## src/rtl/ultra_echo_meas.sv

```systemverilog
`default_nettype none
// ============================================================================
// Module      : ultra_echo_meas
// Description : Ultrasonic trigger/echo timer producing a 16-bit distance in
//               cm with a held data-available pulse. Optional echo glitch
//               filter enabled by defining ULTRA_ECHO_GLITCH_FILTER_EN.
// Revision    : 1.0 - initial release
// ============================================================================
module ultra_echo_meas #(
    parameter int TRIG_CYCLES      = 1000,
    parameter int CYCLES_PER_CM    = 5800,
    parameter int MAX_CM           = 400,
    parameter int ECHO_WAIT_CYCLES = 100000,
    parameter int PERIOD_CYCLES    = 6000000,
    parameter int AV_HOLD_CYCLES   = 4
) (
    input  logic        clk_i,
    input  logic        rst_i,
    input  logic        enable_i,
    input  logic        echo_ai,
    output logic        trig_o,
    output logic [15:0] data_o,
    output logic        data_av_o,
    output logic        timeout_o,
    output logic        busy_o
);

    localparam int C_TRIG_W   = (TRIG_CYCLES      > 1) ? $clog2(TRIG_CYCLES)      : 1;
    localparam int C_WAIT_W   = (ECHO_WAIT_CYCLES > 1) ? $clog2(ECHO_WAIT_CYCLES) : 1;
    localparam int C_PRESC_W  = (CYCLES_PER_CM    > 1) ? $clog2(CYCLES_PER_CM)    : 1;
    localparam int C_PERIOD_W = (PERIOD_CYCLES    > 1) ? $clog2(PERIOD_CYCLES)    : 1;
    localparam int C_AV_W     = (AV_HOLD_CYCLES   > 1) ? $clog2(AV_HOLD_CYCLES)   : 1;

    localparam logic [C_TRIG_W-1:0]   C_TRIG_LAST   = C_TRIG_W'(TRIG_CYCLES - 1);
    localparam logic [C_WAIT_W-1:0]   C_WAIT_LAST   = C_WAIT_W'(ECHO_WAIT_CYCLES - 1);
    localparam logic [C_PRESC_W-1:0]  C_PRESC_LAST  = C_PRESC_W'(CYCLES_PER_CM - 1);
    localparam logic [C_PERIOD_W-1:0] C_PERIOD_LAST = C_PERIOD_W'(PERIOD_CYCLES - 1);
    localparam logic [C_AV_W-1:0]     C_AV_LAST     = C_AV_W'(AV_HOLD_CYCLES - 1);
    localparam logic [15:0]           C_MAX_CM      = 16'(MAX_CM);

    typedef enum logic [2:0] {
        S_IDLE      = 3'd0,
        S_TRIG      = 3'd1,
        S_WAIT_ECHO = 3'd2,
        S_MEASURE   = 3'd3,
        S_REPORT    = 3'd4,
        S_HOLDOFF   = 3'd5
    } state_t;

    state_t                r_state;
    logic                  r_echo_meta;
    logic                  r_echo_sync;
    logic                  w_echo_s;
    logic [C_TRIG_W-1:0]   r_trig_cnt;
    logic [C_WAIT_W-1:0]   r_wait_cnt;
    logic [C_PRESC_W-1:0]  r_presc;
    logic [C_PERIOD_W-1:0] r_period_cnt;
    logic [C_AV_W-1:0]     r_av_cnt;
    logic [15:0]           r_cm;
    logic                  w_wrap;
    logic [15:0]           w_cm_next;
    logic                  w_period_done;
    logic                  w_start_ok;

    always_ff @(posedge clk_i) begin
        if (rst_i) begin
            r_echo_meta <= 1'b0;
            r_echo_sync <= 1'b0;
        end else begin
            r_echo_meta <= echo_ai;
            r_echo_sync <= r_echo_meta;
        end
    end

`ifdef ULTRA_ECHO_GLITCH_FILTER_EN
    // The filtered level only follows after three agreeing synchronised samples.
    logic [1:0] r_echo_hist;
    logic       r_echo_filt;

    always_ff @(posedge clk_i) begin
        if (rst_i) begin
            r_echo_hist <= 2'b00;
            r_echo_filt <= 1'b0;
        end else begin
            r_echo_hist <= {r_echo_hist[0], r_echo_sync};
            if (r_echo_hist == {2{r_echo_sync}}) begin
                r_echo_filt <= r_echo_sync;
            end
        end
    end

    assign w_echo_s = r_echo_filt;
`else
    assign w_echo_s = r_echo_sync;
`endif

    assign w_wrap        = (r_presc == C_PRESC_LAST);
    assign w_cm_next     = r_cm + 16'(w_wrap);
    assign w_period_done = (r_period_cnt == C_PERIOD_LAST);
    assign w_start_ok    = enable_i && !w_echo_s;

    always_ff @(posedge clk_i) begin
        if (rst_i) begin
            r_state      <= S_IDLE;
            trig_o       <= 1'b0;
            data_o       <= '0;
            data_av_o    <= 1'b0;
            timeout_o    <= 1'b0;
            busy_o       <= 1'b0;
            r_trig_cnt   <= '0;
            r_wait_cnt   <= '0;
            r_presc      <= '0;
            r_period_cnt <= '0;
            r_av_cnt     <= '0;
            r_cm         <= '0;
        end else begin
            // Saturates so a long IDLE stretch cannot wrap it; cleared on TRIG entry.
            if (!w_period_done) begin
                r_period_cnt <= r_period_cnt + C_PERIOD_W'(1);
            end

            case (r_state)
                S_IDLE: begin
                    if (w_start_ok) begin
                        r_state      <= S_TRIG;
                        trig_o       <= 1'b1;
                        busy_o       <= 1'b1;
                        r_trig_cnt   <= '0;
                        r_period_cnt <= '0;
                    end
                end

                S_TRIG: begin
                    if (r_trig_cnt == C_TRIG_LAST) begin
                        r_state    <= S_WAIT_ECHO;
                        trig_o     <= 1'b0;
                        r_wait_cnt <= '0;
                    end else begin
                        r_trig_cnt <= r_trig_cnt + C_TRIG_W'(1);
                    end
                end

                S_WAIT_ECHO: begin
                    if (w_echo_s) begin
                        r_state <= S_MEASURE;
                        r_presc <= '0;
                        r_cm    <= '0;
                    end else if (r_wait_cnt == C_WAIT_LAST) begin
                        r_state   <= S_REPORT;
                        data_o    <= C_MAX_CM;
                        timeout_o <= 1'b1;
                        data_av_o <= 1'b1;
                        r_av_cnt  <= '0;
                    end else begin
                        r_wait_cnt <= r_wait_cnt + C_WAIT_W'(1);
                    end
                end

                S_MEASURE: begin
                    // A wrap coinciding with the echo fall still counts.
                    if (!w_echo_s) begin
                        r_state   <= S_REPORT;
                        data_o    <= w_cm_next;
                        timeout_o <= 1'b0;
                        data_av_o <= 1'b1;
                        r_av_cnt  <= '0;
                    end else if (w_cm_next == C_MAX_CM) begin
                        r_state   <= S_REPORT;
                        data_o    <= C_MAX_CM;
                        timeout_o <= 1'b1;
                        data_av_o <= 1'b1;
                        r_av_cnt  <= '0;
                    end else begin
                        r_presc <= w_wrap ? '0 : r_presc + C_PRESC_W'(1);
                        r_cm    <= w_cm_next;
                    end
                end

                S_REPORT: begin
                    if (r_av_cnt == C_AV_LAST) begin
                        r_state   <= S_HOLDOFF;
                        data_av_o <= 1'b0;
                    end else begin
                        r_av_cnt <= r_av_cnt + C_AV_W'(1);
                    end
                end

                S_HOLDOFF: begin
                    if (w_period_done) begin
                        if (w_start_ok) begin
                            r_state      <= S_TRIG;
                            trig_o       <= 1'b1;
                            r_trig_cnt   <= '0;
                            r_period_cnt <= '0;
                        end else begin
                            r_state <= S_IDLE;
                            busy_o  <= 1'b0;
                        end
                    end
                end

                default: begin
                    r_state   <= S_IDLE;
                    trig_o    <= 1'b0;
                    data_av_o <= 1'b0;
                    busy_o    <= 1'b0;
                end
            endcase
        end
    end

endmodule
`default_nettype wire
```

## config.mk

```make
export PLATFORM = sky130hd
export DESIGN_NAME = ultra_echo_meas
export DESIGN_NICKNAME = d
export VERILOG_FILES = /design/src/rtl/ultra_echo_meas.sv
export SDC_FILE = /design/constraint.sdc
export NUM_CORES = 1
export LEC_CHECK = 0
export ABC_CLOCK_PERIOD_IN_PS = 5100
export CELL_PAD_IN_SITES_DETAIL_PLACEMENT = 1
export CELL_PAD_IN_SITES_GLOBAL_PLACEMENT = 1
export CORE_AREA = 3 3 109 111
export CTS_CLUSTER_SIZE = 16
export DETAILED_ROUTE_END_ITERATION = 7
export DIE_AREA = 0 0 112 114
export DONT_BUFFER_PORTS = 1
export GPL_TIMING_DRIVEN = 0
export PLACE_DENSITY_LB_ADDON = 0.1
export SLEW_MARGIN = 10
export SYNTH_ARGS = -nofsm -noshare
export SYNTH_HDL_FRONTEND = slang
export SYNTH_SLANG_ARGS = --single-unit
```

## constraint.sdc

```tcl
create_clock -name clk_i -period 5.1 [get_ports clk_i]
set_clock_uncertainty 0.05 [all_clocks]
set_input_delay 0.51 -clock clk_i [delete_from_list [all_inputs] [get_ports clk_i]]
set_output_delay 0.51 -clock clk_i [all_outputs]
set_load 0.01 [all_outputs]
```

After elaboration in Yosys (flattened, before gate mapping)
Cells that the tools add are included.
Storage, ports and cells
  input port bits: 4
  register bits after elaboration: 106
  logic and storage cells: 126
Cells by class
  equal/unequal tests: 26
  multiplexer cells: 58
  $add $sub $neg: 6
  reduce and logical (&&, ||, !) cells: 19
  bitwise gates (word level): 3
Operators by type and width (count)
  two-way mux 16 bit: 7
  two-way mux 23 bit: 3
  one-hot mux 16 bit (2 select lines): 2
  two-way mux 13 bit: 4
  two-way mux 17 bit: 3
  one-hot mux 23 bit (2 select lines): 1
  one-hot mux 17 bit (2 select lines): 1
  two-way mux 10 bit: 3
  one-hot mux 10 bit (3 select lines): 1
  != test 2 bit (second input constant): 13
  one-hot mux 13 bit (2 select lines): 1
  two-way mux 3 bit: 8
  adder 23 x 1 -> 23 bit (second input constant): 1
  == test 23 bit (second input constant): 1
  one-hot mux 3 bit (6 select lines): 1
  adder 17 x 1 -> 17 bit (second input constant): 1
  == test 17 bit (second input constant): 1
  adder 16 x 1 -> 16 bit: 1
  == test 16 x 9 -> 1 bit (second input constant): 1
  AND reduction 4 bit: 4
  adder 13 x 1 -> 13 bit (second input constant): 1
  == test 13 bit (second input constant): 1
  two-way mux 1 bit: 13
  adder 10 x 1 -> 10 bit (second input constant): 1
  other kinds (23): 38

Depth between registers and ports, before layout
  depth after elaboration: 6
  gate-level depth with buffers: 15
  mapped depth without buffers: 12

Worst setup path after synthesis
No wires, ideal clock.
  path kind: flip-flop to flip-flop
  start: reg r_presc[5]
  end: reg data_o[5]
  required time: 4933 ps
  clock period less this slack: 3706 ps
  arrival: 3539 ps
  library setup time: 117 ps
  stages on the path, launching flop included: 15
  setup slack: 1394 ps
  cell sequence: dfxtp_1 inv_1 or4b_2 nor3_1 ha_1 ha_1 and3_1 buf_2 xnor2_1 or4_4 nor2_1 a41o_1 a21oi_1 buf_2 a22o_1
Between the ends
  cells in the longest elaborated chain, start to end: 5
  elaborated cells between the ends (all ways): 7
  those cells by class: add/sub (1); eq/ne (3); mux (2); reduce/logical (1)
Ends and longest elaborated chain
  start, declared: RTL line 56  | logic [C_PRESC_W-1:0] r_presc;
  start signal, assigned: RTL line 174  | r_presc <= w_wrap ? '0 : r_presc + C_PRESC_W'(1);
  == test 13 bit *: RTL line 97  | assign w_wrap = (r_presc == C_PRESC_LAST);
  adder 16 x 1 -> 16 bit *: RTL line 98  | assign w_cm_next = r_cm + 16'(w_wrap);
  == test 16 x 9 -> 1 bit: RTL line 167  | end else if (w_cm_next == C_MAX_CM) begin
  != test 3 bit (no line)
  AND reduction 4 bit (no line)
  end signal, assigned: RTL line 163  | data_o <= w_cm_next;
  end, declared: RTL line 22  | output logic [15:0] data_o,
Every way passes the cells marked *; elsewhere a longest branch is shown, timed or not.
A chain may end at the register's enable or synchronous reset.

Worst setup path after layout
  start: reg r_presc[5]
  end: reg r_presc[0]
Between the ends
  cells in the longest elaborated chain, start to end: 5
  elaborated cells between the ends (all ways): 9
  those cells by class: add/sub (1); eq/ne (3); mux (4); reduce/logical (1)
Ends and longest elaborated chain (RTL line)
  == test 13 bit *: 97
  adder 16 x 1 -> 16 bit / two-way mux 13 bit (equally long branches): 98, 174
  == test 16 x 9 -> 1 bit / two-way mux 13 bit (equally long branches): 167
  != test 2 bit (no line) / two-way mux 13 bit (equally long branches)
  AND reduction 4 bit (no line) / one-hot mux 13 bit (2 select lines) (equally long branches)
Every way passes the cells marked *; elsewhere a longest branch is shown, timed or not. The select of a mux whose other input is x is not followed.

==> impl_metrics.csv <==
group,metric,value,unit
synthesis,synth_area_leaders,"dfxtp_1 (40%), nor2_1 (6.3%), xnor2_1 (4.5%)",
sta,finalCritPeriodShare,0.888,
critical_path,crit_type,"reg -> reg",
grt,antenna_found_initial,0,
power,vdd_drop_max,143,uV
critical_path,timing.rr.start,"r_presc[5]",
route,drtAntennaViolNets,0,
placement,port_buffers,0,
critical_path,worstSetupEndpointType,"flop",
sta,setup-violations-final,0,
route,vias,4666,
sta,drv_slew,0,
synthesis,synth_edf_count,0,
sta,fin_setup_tns,0,ps
die,dieHeight,114,um
route,routed_wl,14400,um
critical_path,cp-start-kind,"flop",
critical_path,reg2regPathDepth,14,
power,power_density,259,nW/um2
synthesis,synth_seq_cells,106,
grt,met2_usage,0.382,
power,leakage,1.89,nW
route,first_pass_iters,4,
synthesis,ys_types,66,
synthesis,syn-instance-count,632,
route,drt_iter0_drc,217,
sta,max_clock_freq,0.221,GHz
route,viasPerCell,5.92,
critical_path,crit_fanout,10,
cts,clock-root-buffer,"clkbuf_8",
finish,layout_common_cells,"dfxtp_1 (106), nor2_1 (88), nand2_1 (51)",
synthesis,synth_flop_cell,"dfxtp_1",
cts,insertion_delay,390,ps
sta,hold_violations,0,
placement,gp_congestion,0.861,
hold_path,worst_hold_path_type,"in -> reg",
finish,instances_no_fill,788,
synthesis,syn_nets,643,
critical_path,crit_start,"r_presc[5]",
flow_run,cap_viol_max_count,0,
die,start_util,0.482,
cts,path_clk_slew,90,ps
finish,num_antenna_cells,0,
synthesis,synth_warnings,0,
sta,worst_slew_pin_slew,1220,ps
synthesis,async_flop_share,0,
synthesis,synth-seq-area-share,0.404,
critical_path,crit_required,5350,ps
run_status,outcome,"finished clean",
critical_path,r2r-end,"r_presc[0]",
die,die_w,112,um
cts,post_cts_resized,0,
grt,grt_max_degree,17,
finish,area_delta_synth_final,7.24,%
finish,drive_above_1_share,0.0679,
grt,grt-busiest-layer,"met2",
placement,pre_cts_ws,600,ps
die,core_region_area,10900,um2
sta,max_slew_margin,0.181,
cts,cts_buffer_depth,2,
placement,post-place-cells,772,
grt,grt_first_pass_wirelength,24200,um
synthesis,synth_top_area_cell,"dfxtp_1",
cts,cts_setup_buffers,0,
sta,rsz0062_at_grt,"no",
die,die_area,12800,um2
cts,htreeDepth,3,
finish,nNetsFinal,654,
finish,fin_area,5630,um2
grt,grt_overflow,0,
sta,fin_crit,4530,ps
placement,dp_hpwl,10300,um
cts,cts_tree,"yes",
grt,globalRouteTotalUtil,0.233,
die,io_pins,24,
synthesis,syn_area_per_cell,8.31,um2
cts,clock-sinks,106,
die,std_cell_rows,38,
placement,dpl_cell_area,5430,um2
grt,grt_pass1_vias,4816,
grt,use_met3,0.0361,
cts,cts_buffers,9,
finish,final_common_cell,"dfxtp_1",
route,drc,0,
critical_path,endpoint,"r_presc[0]",
grt,use_met1,0.310,
route,avgRoutedWirePerCell,18.2,um
critical_path,arrival,4780,ps
cts,hold_buffers,0,
synthesis,synth.top_cell.area_share,0.404,
critical_path,ff2ff_setup_slack,570,ps
sta,timing.final.ws_setup,571,ps
synthesis,syn_area,5250,um2
==> cells by family (layout without fill, tap and decap cells) <==
kind of cell             Yosys count  after routing  share of synthesized area
flip-flops                       106            106                      0.404
AND/OR/NAND/NOR                  282            282                      0.277
XOR/XNOR                          52             52                     0.0867
buffers and inverters             49             65                     0.0412
multiplexers                       4              4                    0.00763
AO/OA/AOI/OAI                    132            132                      0.167
adder cells (fa/ha/maj)            7              7                     0.0167
==> flip-flops by register name, indices dropped and copies added, names as in the netlist <==
| name | cells |
|---|---|
| trig_o | 1 |
| r_state | 3 |
| r_trig_cnt | 10 |
| r_cm | 16 |
| r_period_cnt | 23 |
| r_presc | 13 |
| data_av_o | 1 |
| timeout_o | 1 |
| r_echo_sync | 1 |
| busy_o | 1 |
| r_echo_meta | 1 |
| r_av_cnt | 2 |
| data_o | 16 |
| r_wait_cnt | 17 |
==> where the power goes <==
part	switching (W)	total, W	internal, W
sequential	0.00000614	0.000840	0.000833
clock	0.000301	0.000557	0.000257
combinational	0.0000473	0.0000641	0.0000168
total	0.000354	0.00146	0.00111
==> worst min-delay path by stage <==
stage	from	to	slack (ps)	cells past startpoint
finish	echo_ai	r_echo_meta	210	1
floorplan	r_echo_meta	r_echo_sync	360	1
global placement	r_echo_meta	r_echo_sync	380	1
detailed placement	r_echo_meta	r_echo_sync	380	1
CTS	echo_ai	r_echo_meta	190	1
global route	echo_ai	r_echo_meta	210	1
==> stage by stage <==
| stage | util | total power, W | hold WS [ps] |
|---|---|---|---|
| finish | 0.517 | 0.00146 | 211 |
| global route | 0.517 | 0.00152 | 209 |
| CTS | 0.517 | 0.00148 | 186 |
| detailed placement | 0.498 | 0.000923 | 378 |
| global placement | 0.498 | 0.000921 | 383 |
| floorplan | - | 0.000901 | 364 |
==> worst max-delay path, cell delays in order (launching register included) <==
cell and delay [ps]:
dfxtp_1 360, inv_1 70, or4b_2 670, nor3_1 360, ha_1 330, ha_1 270
and3_1 170, buf_2 170, nand4_2 220, mux2i_1 380, a211oi_4 100, a31oi_2 520
buf_2 360, nand2_1 170, o31ai_1 240
==> cells in the mapped netlist (8+ instances only) <==
library cell  count
clkbuf_1         18
a21oi_1          40
and3_1           13
nand2_1          51
inv_1            13
nor3_1           22
xnor2_1          27
nand3_1          34
dfxtp_1         106
o21ai_0          27
a22o_1            8
nor2_1           88
nand4_1          14
or3_1            12
xor2_1           25
buf_2            11
==> final cells by class <==
cell class	instances	area (um2)
multi-input cells	477	2910
inverters	14	52.6
plain buffers	35	164
fillers	1331	5260
well taps	140	175
clock buffers	13	159
flip-flops and latches	106	2120
clock inverters	3	46.3
==> layer usage <==
layer	wire (um)	up-vias
met1	6720	2288
met5	0	-
met4	260	0
li1	-	2284
met3	546	20
met2	6840	74
Power figures use the tool's default switching activity.
